[config.mk]
export PLATFORM = sky130hd
export DESIGN_NAME = uart_tx_fifo
export DESIGN_NICKNAME = d
export VERILOG_FILES = /design/src/rtl/uart_tx_fifo.sv
export SDC_FILE = /design/constraint.sdc
export NUM_CORES = 1
export LEC_CHECK = 0
export CORE_MARGIN = 2
export CORE_UTILIZATION = 53
export CTS_CLUSTER_SIZE = 16
export DETAILED_ROUTE_END_ITERATION = 8
export HOLD_SLACK_MARGIN = 0.02
export PLACE_DENSITY = 0.71
export SLEW_MARGIN = 5
export SYNTH_ARGS = -nofsm -noshare
export SYNTH_HDL_FRONTEND = slang
export SYNTH_SLANG_ARGS = --single-unit
[constraint.sdc]
create_clock -name i_Clock -period 3.5 [get_ports i_Clock]
set_input_delay 0.525 -clock i_Clock [delete_from_list [all_inputs] [get_ports i_Clock]]
set_output_delay 0.525 -clock i_Clock [all_outputs]
set_load 0.02 [all_outputs]
[src/rtl/uart_tx_fifo.sv]
// Byte FIFO that feeds a UART transmitter one byte at a time over its DV/Done handshake.
// Optional sticky overflow flag enabled by defining UART_TX_FIFO_OVF_EN.
module uart_tx_fifo #(
  parameter int unsigned DEPTH_LOG2 = 4
) (
  input  logic                  i_Clock,
  input  logic                  reset,
  input  logic                  i_Wr,
  input  logic [7:0]            i_Data,
  output logic                  o_Full,
  output logic                  o_Empty,
  output logic [DEPTH_LOG2:0]   o_Count,
  output logic                  o_Busy,
  output logic                  o_Tx_DV,
  output logic [7:0]            o_Tx_Byte,
  input  logic                  i_Tx_Done
`ifdef UART_TX_FIFO_OVF_EN
  ,
  input  logic                  i_Ovf_Clr,
  output logic                  o_Ovf
`endif
);

  localparam int unsigned PTR_W = DEPTH_LOG2;
  localparam int unsigned CNT_W = DEPTH_LOG2 + 1;
  localparam int unsigned DEPTH = 1 << DEPTH_LOG2;

  typedef enum logic [1:0] {
    S_IDLE      = 2'd0,
    S_WAIT_DONE = 2'd1,
    S_WAIT_CLR  = 2'd2
  } state_t;

  logic [7:0]       mem [DEPTH];
  logic [PTR_W-1:0] wr_ptr;
  logic [PTR_W-1:0] rd_ptr;
  state_t           state;
  logic             wr_en;
  logic             pop;

  // A full FIFO drops the write even when a pop frees a slot in the same cycle.
  assign wr_en   = i_Wr & ~o_Full;
  assign pop     = (state == S_WAIT_DONE) & i_Tx_Done;
  assign o_Full  = (o_Count == CNT_W'(DEPTH));
  assign o_Empty = (o_Count == '0);
  assign o_Busy  = ~o_Empty | (state != S_IDLE);

  always_ff @(posedge i_Clock) begin
    if (wr_en) mem[wr_ptr] <= i_Data;
  end

  always_ff @(posedge i_Clock) begin
    if (reset) begin
      wr_ptr  <= '0;
      rd_ptr  <= '0;
      o_Count <= '0;
    end else begin
      if (wr_en) wr_ptr <= wr_ptr + PTR_W'(1);
      if (pop)   rd_ptr <= rd_ptr + PTR_W'(1);
      case ({wr_en, pop})
        2'b10:   o_Count <= o_Count + CNT_W'(1);
        2'b01:   o_Count <= o_Count - CNT_W'(1);
        default: o_Count <= o_Count;
      endcase
    end
  end

  // Handshake sequencer; WAIT_CLR keeps the next DV off until the transmitter drops Done.
  always_ff @(posedge i_Clock) begin
    if (reset) begin
      state     <= S_IDLE;
      o_Tx_DV   <= 1'b0;
      o_Tx_Byte <= 8'h00;
    end else begin
      case (state)
        S_IDLE: begin
          if (!o_Empty) begin
            o_Tx_Byte <= mem[rd_ptr];
            o_Tx_DV   <= 1'b1;
            state     <= S_WAIT_DONE;
          end else begin
            o_Tx_DV <= 1'b0;
          end
        end
        S_WAIT_DONE: begin
          if (i_Tx_Done) begin
            o_Tx_DV <= 1'b0;
            state   <= S_WAIT_CLR;
          end
        end
        S_WAIT_CLR: begin
          o_Tx_DV <= 1'b0;
          if (!i_Tx_Done) state <= S_IDLE;
        end
        default: begin
          o_Tx_DV <= 1'b0;
          state   <= S_IDLE;
        end
      endcase
    end
  end

`ifdef UART_TX_FIFO_OVF_EN
  // Sticky overflow; a dropped write wins over a clear in the same cycle.
  always_ff @(posedge i_Clock) begin
    if (reset)                o_Ovf <= 1'b0;
    else if (i_Wr && o_Full)  o_Ovf <= 1'b1;
    else if (i_Ovf_Clr)       o_Ovf <= 1'b0;
  end
`endif

endmodule
==> run_summary.xml, run 1 <==
<?xml version="1.0" encoding="UTF-8"?>
<metrics>
  <group name="clocking">
    <metric name="cts_post_setup_buffers_inserted" unit="">0</metric>
    <metric name="clock_tree.root_cell" unit="">sky130_fd_sc_hd__clkbuf_16</metric>
    <metric name="clock-sinks" unit="">152</metric>
    <metric name="clock_latency" unit="ps">410</metric>
    <metric name="ctsResizeCount" unit="">0</metric>
    <metric name="htree_levels" unit="">4</metric>
    <metric name="clkSlewWorstSetupHoldPaths" unit="ps">60</metric>
    <metric name="cts_hold_buf" unit="">0</metric>
    <metric name="clock_tree_from_tritoncts" unit="">yes</metric>
    <metric name="clk_path_buf_depth" unit="">2</metric>
    <metric name="numCtsBuffers" unit="">17</metric>
  </group>
  <group name="sta">
    <metric name="timing.final.crit_period" unit="ps">2800</metric>
    <metric name="layout_worst_path_cycle_share" unit="">0.799</metric>
    <metric name="worst_clock_skew" unit="ps">10.2</metric>
    <metric name="final_max_slew_viol_count" unit="">0</metric>
    <metric name="worstMarginPinSlew" unit="ps">791</metric>
    <metric name="grt_setup_unrepaired" unit="">false</metric>
    <metric name="finalHoldViolations" unit="">0</metric>
    <metric name="fin_worst_hold_slack" unit="ps">459</metric>
    <metric name="fmax" unit="GHz">0.358</metric>
    <metric name="setup_viol" unit="">0</metric>
    <metric name="max_slew_margin_vs_limit" unit="">0.470</metric>
    <metric name="finalSetupTns" unit="ps">0</metric>
  </group>
  <group name="route">
    <metric name="routed_wirelength" unit="um">12100</metric>
    <metric name="ant_nets" unit="">0</metric>
    <metric name="route.detailed.wl_per_inst" unit="um">22.3</metric>
    <metric name="first_pass_iters" unit="">4</metric>
    <metric name="detailedRoute.firstIterationViolations" unit="">331</metric>
    <metric name="via_per_inst" unit="">5.95</metric>
    <metric name="drc_errors" unit="">0</metric>
    <metric name="vias" unit="">3238</metric>
  </group>
  <group name="power">
    <metric name="power_density" unit="mW/mm^2">662</metric>
    <metric name="power_leakage" unit="nW">2.35</metric>
    <metric name="vdd.ir_drop.worst" unit="V">0.000497</metric>
  </group>
  <group name="global_route">
    <metric name="final_global_route_overflow_total" unit="">0</metric>
    <metric name="grt_antenna_before_repair" unit="">0</metric>
    <metric name="grt_max_degree" unit="">35</metric>
    <metric name="global_route.usage.total" unit="">0.211</metric>
    <metric name="wire_length_of_the_first_global_routing_pass" unit="um">19200</metric>
    <metric name="vias_in_the_first_global_route" unit="">3265</metric>
  </group>
  <group name="layout">
    <metric name="antenna-diode-count" unit="">0</metric>
    <metric name="area_delta_synth_final" unit="%">17.3</metric>
    <metric name="drive_above_1_share" unit="">0.222</metric>
    <metric name="finish.net_count" unit="">408</metric>
  </group>
  <group name="critical_path">
    <metric name="critical_path_peak_fanout" unit="">12</metric>
    <metric name="required" unit="ps">3800</metric>
    <metric name="reg2reg_depth" unit="">10</metric>
    <metric name="worst-endpoint-arrival" unit="ps">3100</metric>
    <metric name="path_cells" unit="">nor4_1, a21boi_1, inv_1, ha_1, xor2_1, ha_1, a21oi_1, a22oi_1, a31oi_1, mux2_2</metric>
    <metric name="cell_repeated_most_along_the_worst_path" unit="">sky130_fd_sc_hd__ha_1</metric>
    <metric name="critPathLaunchType" unit="">flip-flop</metric>
    <metric name="sort_of_element_at_the_end_of_the_critical_path" unit="">flip-flop</metric>
    <metric name="crit_slowest_cell" unit="">sky130_fd_sc_hd__dfxtp_1</metric>
    <metric name="criticalPathCategory" unit="">flip-flop to flip-flop</metric>
    <metric name="worst_path_largest_cell_delay" unit="ps">420</metric>
  </group>
  <group name="synth">
    <metric name="async_reset_ff_frac" unit="">0</metric>
    <metric name="post_synth_num_cell_types" unit="">45</metric>
    <metric name="synthesis.instances" unit="">340</metric>
    <metric name="mappedNetlistNets" unit="">360</metric>
    <metric name="synth-edff-count" unit="">128</metric>
    <metric name="synthesis.area_per_instance" unit="um^2">18.0</metric>
    <metric name="synthesis.yosys.warnings" unit="">0</metric>
    <metric name="mappedNetlistArea" unit="mm^2">0.00613</metric>
    <metric name="ys_ff_latch" unit="">152</metric>
    <metric name="ys.flop_type" unit="">sky130_fd_sc_hd__edfxtp_1</metric>
    <metric name="yosysSeqAreaShare" unit="">0.706</metric>
  </group>
  <group name="floorplan">
    <metric name="initial_core_util" unit="">0.539</metric>
    <metric name="fp.dieArea" unit="mm^2">0.0124</metric>
    <metric name="design.portCount" unit="">29</metric>
    <metric name="fp.coreArea" unit="mm^2">0.0114</metric>
    <metric name="die_h" unit="um">112</metric>
    <metric name="floorplan.rows" unit="">39</metric>
    <metric name="die-width" unit="um">112</metric>
  </group>
  <group name="place">
    <metric name="gp_congestion" unit="">0.745</metric>
    <metric name="port-buffer-count" unit="">28</metric>
    <metric name="dpl.hpwl" unit="um">7390</metric>
  </group>
  <group name="outcome">
    <metric name="run_status" unit="">finished clean</metric>
  </group>
  <group name="hold_path">
    <metric name="worst_hold_path.num_cells" unit="">2</metric>
    <metric name="hold_removal_path_class" unit="">flip-flop to flip-flop</metric>
  </group>
  <group name="run">
    <metric name="cap_violations" unit="">0</metric>
  </group>
</metrics>
## sequential cells by signal, summed over array words and instances, names as in the netlist
register and count:
mem 128, o_Tx_Byte 8, o_Count 5, rd_ptr 4, wr_ptr 4, state 2
o_Tx_DV 1
## synth_stat cells (all sizes together) (2+ instances only)
cell    count  area share
a21oi       2      0.0016
buf        10       0.011
o22ai       9      0.0092
edfxtp    128        0.63
ha          8       0.016
mux2        2      0.0037
a31oi       2      0.0020
o211ai      3      0.0067
nor3        4      0.0033
clkbuf      9      0.0055
mux4       32        0.12
nand2b      2      0.0020
mux2i      19       0.031
xor2        8       0.011
xnor2       3      0.0043
and3        2      0.0020
nor2       30       0.018
nand2       8      0.0049
a22oi       2      0.0025
dfxtp      24       0.078
a31o        8       0.011
inv         7      0.0043
## final timing paths
kind	slack (ps)	start	endpoint
setup / recovery	700	o_Count[2]	o_Count[4]
hold / removal	460	o_Tx_DV	o_Tx_DV
setup reg to reg	700	o_Count[2]	o_Count[4]
hold reg to reg	460	o_Tx_DV	o_Tx_DV
## placed cells by master (no fill, tap or decap), types with 4 or more instances in the layout
cell type,Yosys,routed
sky130_fd_sc_hd__o22ai_1,9,9
sky130_fd_sc_hd__nor3_1,4,4
sky130_fd_sc_hd__clkdlybuf4s50_1,0,28
sky130_fd_sc_hd__a31o_1,8,8
sky130_fd_sc_hd__mux2i_1,19,19
sky130_fd_sc_hd__buf_4,1,20
sky130_fd_sc_hd__nand2_1,8,8
sky130_fd_sc_hd__nor2_1,30,30
sky130_fd_sc_hd__ha_1,8,8
sky130_fd_sc_hd__inv_1,7,7
sky130_fd_sc_hd__edfxtp_1,128,128
sky130_fd_sc_hd__xor2_1,8,8
sky130_fd_sc_hd__dfxtp_1,24,23
sky130_fd_sc_hd__clkbuf_16,0,17
sky130_fd_sc_hd__mux4_2,32,32
## power breakdown
group	internal (mW)	switching, mW	total (mW)
Combinational	0.427	0.484	0.912
Clock	0.981	0.706	1.69
Sequential	2.07	0.0916	2.16
Total	3.47	1.28	4.76
## per-layer routing
metal  track usage  share of wire  vias up
met5             0              0        -
met4        0.0667          0.014        0
met3        0.0506          0.051       11
met2         0.349           0.52       92
met1         0.281           0.42     1695
li1              -              -     1440
## layout make-up
cell class	count	area (um^2)
Sequential cell	152	4330
Clock buffer	18	429
Clock inverter	14	125
Timing Repair Buffer	48	430
Multi-Input combinational cell	161	1670
Tap cell	143	179
Fill cell	814	4180
Inverter	8	30.0
## worst max-delay path: cells and delay by family (launching register included)
kind                       cells  cell delay [ps]
AOI/OAI and AO/OA              4              790
xor gates and xnor gates       1              110
adders and majority gates      2              500
buffers and inverters          1              110
DFF                            1              420
muxes                          1              350
and+or+nand+nor                1              410
## per-stage QoR
stage	area, um^2	cells	power (mW)	setup WS [ps]	utilization
after floorplan	6130	340	2.79	542	-
after global placement	6630	512	3.09	536	0.583
after detailed placement	6630	512	3.11	404	0.583
after CTS	7190	544	4.80	729	0.632
after global routing	7190	544	4.94	399	0.632
final	7190	544	4.76	703	0.632
## cells by family (layout without fill, tap and decap cells)
family	Yosys count	after routing	share of synthesized area
buffers and inverters	27	88	0.0217
xor gates and xnor gates	11	11	0.0157
DFF	152	152	0.706
and+or+nand+nor	57	57	0.0443
adders and majority gates	8	8	0.0163
AOI/OAI and AO/OA	32	32	0.0437
muxes	53	53	0.152
Power figures use the tool's default switching activity.
==> inputs of run 2 (changes only) <==
- clock period: 3.5 -> 2.6 ns (I/O delays scaled with it)
==> run_summary.xml, run 2 (synthesized netlist as in run 1, its figures left out) <==
<?xml version="1.0" encoding="UTF-8"?>
<metrics>
  <group name="route">
    <metric name="routed_wirelength" unit="um">12000</metric>
    <metric name="ant_nets" unit="">0</metric>
    <metric name="route.detailed.wl_per_inst" unit="um">21.6</metric>
    <metric name="detailedRoute.firstIterationViolations" unit="">321</metric>
    <metric name="via_per_inst" unit="">5.84</metric>
    <metric name="vias" unit="">3231</metric>
    <metric name="first_pass_iters" unit="">4</metric>
    <metric name="drc_errors" unit="">0</metric>
  </group>
  <group name="clocking">
    <metric name="clock-sinks" unit="">152</metric>
    <metric name="clk_path_buf_depth" unit="">2</metric>
    <metric name="cts_post_setup_buffers_inserted" unit="">0</metric>
    <metric name="ctsResizeCount" unit="">1</metric>
    <metric name="clock_tree_from_tritoncts" unit="">yes</metric>
    <metric name="htree_levels" unit="">4</metric>
    <metric name="cts_hold_buf" unit="">0</metric>
    <metric name="clock_tree.root_cell" unit="">sky130_fd_sc_hd__clkbuf_16</metric>
    <metric name="numCtsBuffers" unit="">17</metric>
    <metric name="clkSlewWorstSetupHoldPaths" unit="ps">60</metric>
    <metric name="clock_latency" unit="ps">420</metric>
  </group>
  <group name="layout">
    <metric name="antenna-diode-count" unit="">0</metric>
    <metric name="area_delta_synth_final" unit="%">20.7</metric>
    <metric name="multiInputGateArea" unit="mm^2">0.00168</metric>
    <metric name="reg_with_most_ffs" unit="">mem</metric>
    <metric name="finish.net_count" unit="">417</metric>
    <metric name="most-common-layout-cells" unit="">sky130_fd_sc_hd__edfxtp_1 (128), sky130_fd_sc_hd__mux4_2 (32), sky130_fd_sc_hd__nor2_1 (30), sky130_fd_sc_hd__clkdlybuf4s50_1 (27), sky130_fd_sc_hd__buf_4 (27)</metric>
    <metric name="register_area" unit="mm^2">0.00433</metric>
    <metric name="final.fill_count" unit="">795</metric>
    <metric name="final_common_cell" unit="">sky130_fd_sc_hd__edfxtp_1</metric>
    <metric name="drive_above_1_share" unit="">0.251</metric>
    <metric name="largest_register_ff_count" unit="">128</metric>
    <metric name="top_regs" unit="">mem (128), o_Tx_Byte (8), o_Count (5)</metric>
  </group>
  <group name="sta">
    <metric name="worst_clock_skew" unit="ps">8.33</metric>
    <metric name="worstMarginPinSlew" unit="ps">808</metric>
    <metric name="final.setup.worst_slack" unit="ps">175</metric>
    <metric name="finalSetupTns" unit="ps">0</metric>
    <metric name="max_slew_margin_vs_limit" unit="">0.459</metric>
    <metric name="grt_setup_unrepaired" unit="">false</metric>
    <metric name="fmax" unit="GHz">0.412</metric>
    <metric name="finalHoldViolations" unit="">0</metric>
    <metric name="timing.final.crit_period" unit="ps">2420</metric>
    <metric name="final_max_slew_viol_count" unit="">0</metric>
    <metric name="layout_worst_path_cycle_share" unit="">0.933</metric>
    <metric name="setup_viol" unit="">0</metric>
  </group>
  <group name="floorplan">
    <metric name="die_h" unit="um">112</metric>
    <metric name="floorplan.rows" unit="">39</metric>
    <metric name="fp.coreArea" unit="mm^2">0.0114</metric>
    <metric name="initial_core_util" unit="">0.539</metric>
    <metric name="design.portCount" unit="">29</metric>
    <metric name="fp.dieArea" unit="mm^2">0.0124</metric>
    <metric name="die-width" unit="um">112</metric>
  </group>
  <group name="place">
    <metric name="dpl.hpwl" unit="um">7580</metric>
    <metric name="gp_congestion" unit="">0.803</metric>
    <metric name="port-buffer-count" unit="">28</metric>
    <metric name="post-place-ws" unit="ps">-60.0</metric>
  </group>
  <group name="critical_path">
    <metric name="required" unit="ps">2210</metric>
    <metric name="sort_of_element_at_the_end_of_the_critical_path" unit="">output pin</metric>
    <metric name="worst-endpoint-arrival" unit="ps">2030</metric>
    <metric name="criticalPathCategory" unit="">flip-flop to output pin</metric>
    <metric name="critical_path_peak_fanout" unit="">8</metric>
    <metric name="critPathLaunchType" unit="">flip-flop</metric>
  </group>
  <group name="global_route">
    <metric name="vias_in_the_first_global_route" unit="">3377</metric>
    <metric name="grt_max_degree" unit="">35</metric>
    <metric name="grt_antenna_before_repair" unit="">0</metric>
    <metric name="global_route.usage.total" unit="">0.211</metric>
    <metric name="final_global_route_overflow_total" unit="">0</metric>
    <metric name="wire_length_of_the_first_global_routing_pass" unit="um">19000</metric>
  </group>
  <group name="power">
    <metric name="power_leakage" unit="nW">2.46</metric>
    <metric name="power_density" unit="mW/mm^2">930</metric>
    <metric name="vdd.ir_drop.worst" unit="V">0.000752</metric>
  </group>
  <group name="run">
    <metric name="cap_violations" unit="">0</metric>
  </group>
  <group name="outcome">
    <metric name="run_status" unit="">finished clean</metric>
  </group>
  <group name="hold_path">
    <metric name="hold_removal_path_class" unit="">flip-flop to flip-flop</metric>
  </group>
</metrics>
[run 2: cell count changes in the layout (fill, tap and decap cells not counted), moves of 2 or more]
cell                         delta
sky130_fd_sc_hd__inv_6          -2
sky130_fd_sc_hd__dfxtp_1        -2
sky130_fd_sc_hd__clkinv_2       +2
sky130_fd_sc_hd__clkinvlp_4     -2
sky130_fd_sc_hd__dfxtp_2        +2
sky130_fd_sc_hd__bufinv_16      +5
sky130_fd_sc_hd__buf_12         +2
sky130_fd_sc_hd__buf_4          +7
[run 2: final timing paths]
check	startpoint	end	slack, ps	cells after the start
worst max-delay path	o_Count[1]	o_Empty	180	4
worst min-delay path	o_Tx_DV	o_Tx_DV	450	2
worst max register to register	o_Count[1]	o_Count[4]	180	10
worst min register to register	o_Tx_DV	o_Tx_DV	450	2
[run 2: cell type report]
cell class,count,share of cell area
Clock buffer,18,0.0580
Clock inverter,14,0.0310
Inverter,8,0.00406
Multi-Input combinational cell,161,0.227
Sequential cell,152,0.585
Tap cell,143,0.0242
Timing Repair Buffer,57,0.0705
[run 2: where the power goes]
part	internal [mW]	total (mW)	switching, mW
sequential	2.78	2.91	0.121
clock	1.79	2.70	0.911
combinational	0.623	1.27	0.651
total	5.20	6.88	1.68
[run 2: per-layer routing]
layer / GRT usage / share of wire / vias to the layer above
met5: 0 / 0 / -
met4: 0.0914 / 0.013 / 0
met3: 0.0577 / 0.078 / 15
met2: 0.350 / 0.52 / 105
met1: 0.262 / 0.39 / 1644
li1: - / - / 1467
[run 2: per-stage QoR]
step	power (mW)	utilization	hold WS [ps]	cell area [um^2]	std cells
final	6.88	0.650	453	7400	553
after CTS	6.94	0.650	460	7400	553
after global routing	7.15	0.650	488	7400	553
after floorplan	3.77	-	489	6140	340
after global placement	4.22	0.593	445	6740	521
after detailed placement	4.24	0.593	447	6740	521
[run 2: critical path, stage by stage (launching register included)]
cell	delay, ps
sky130_fd_sc_hd__dfxtp_2	370
sky130_fd_sc_hd__nor4_2	400
sky130_fd_sc_hd__nand2_1	160
sky130_fd_sc_hd__inv_1	90
sky130_fd_sc_hd__clkdlybuf4s50_1	600
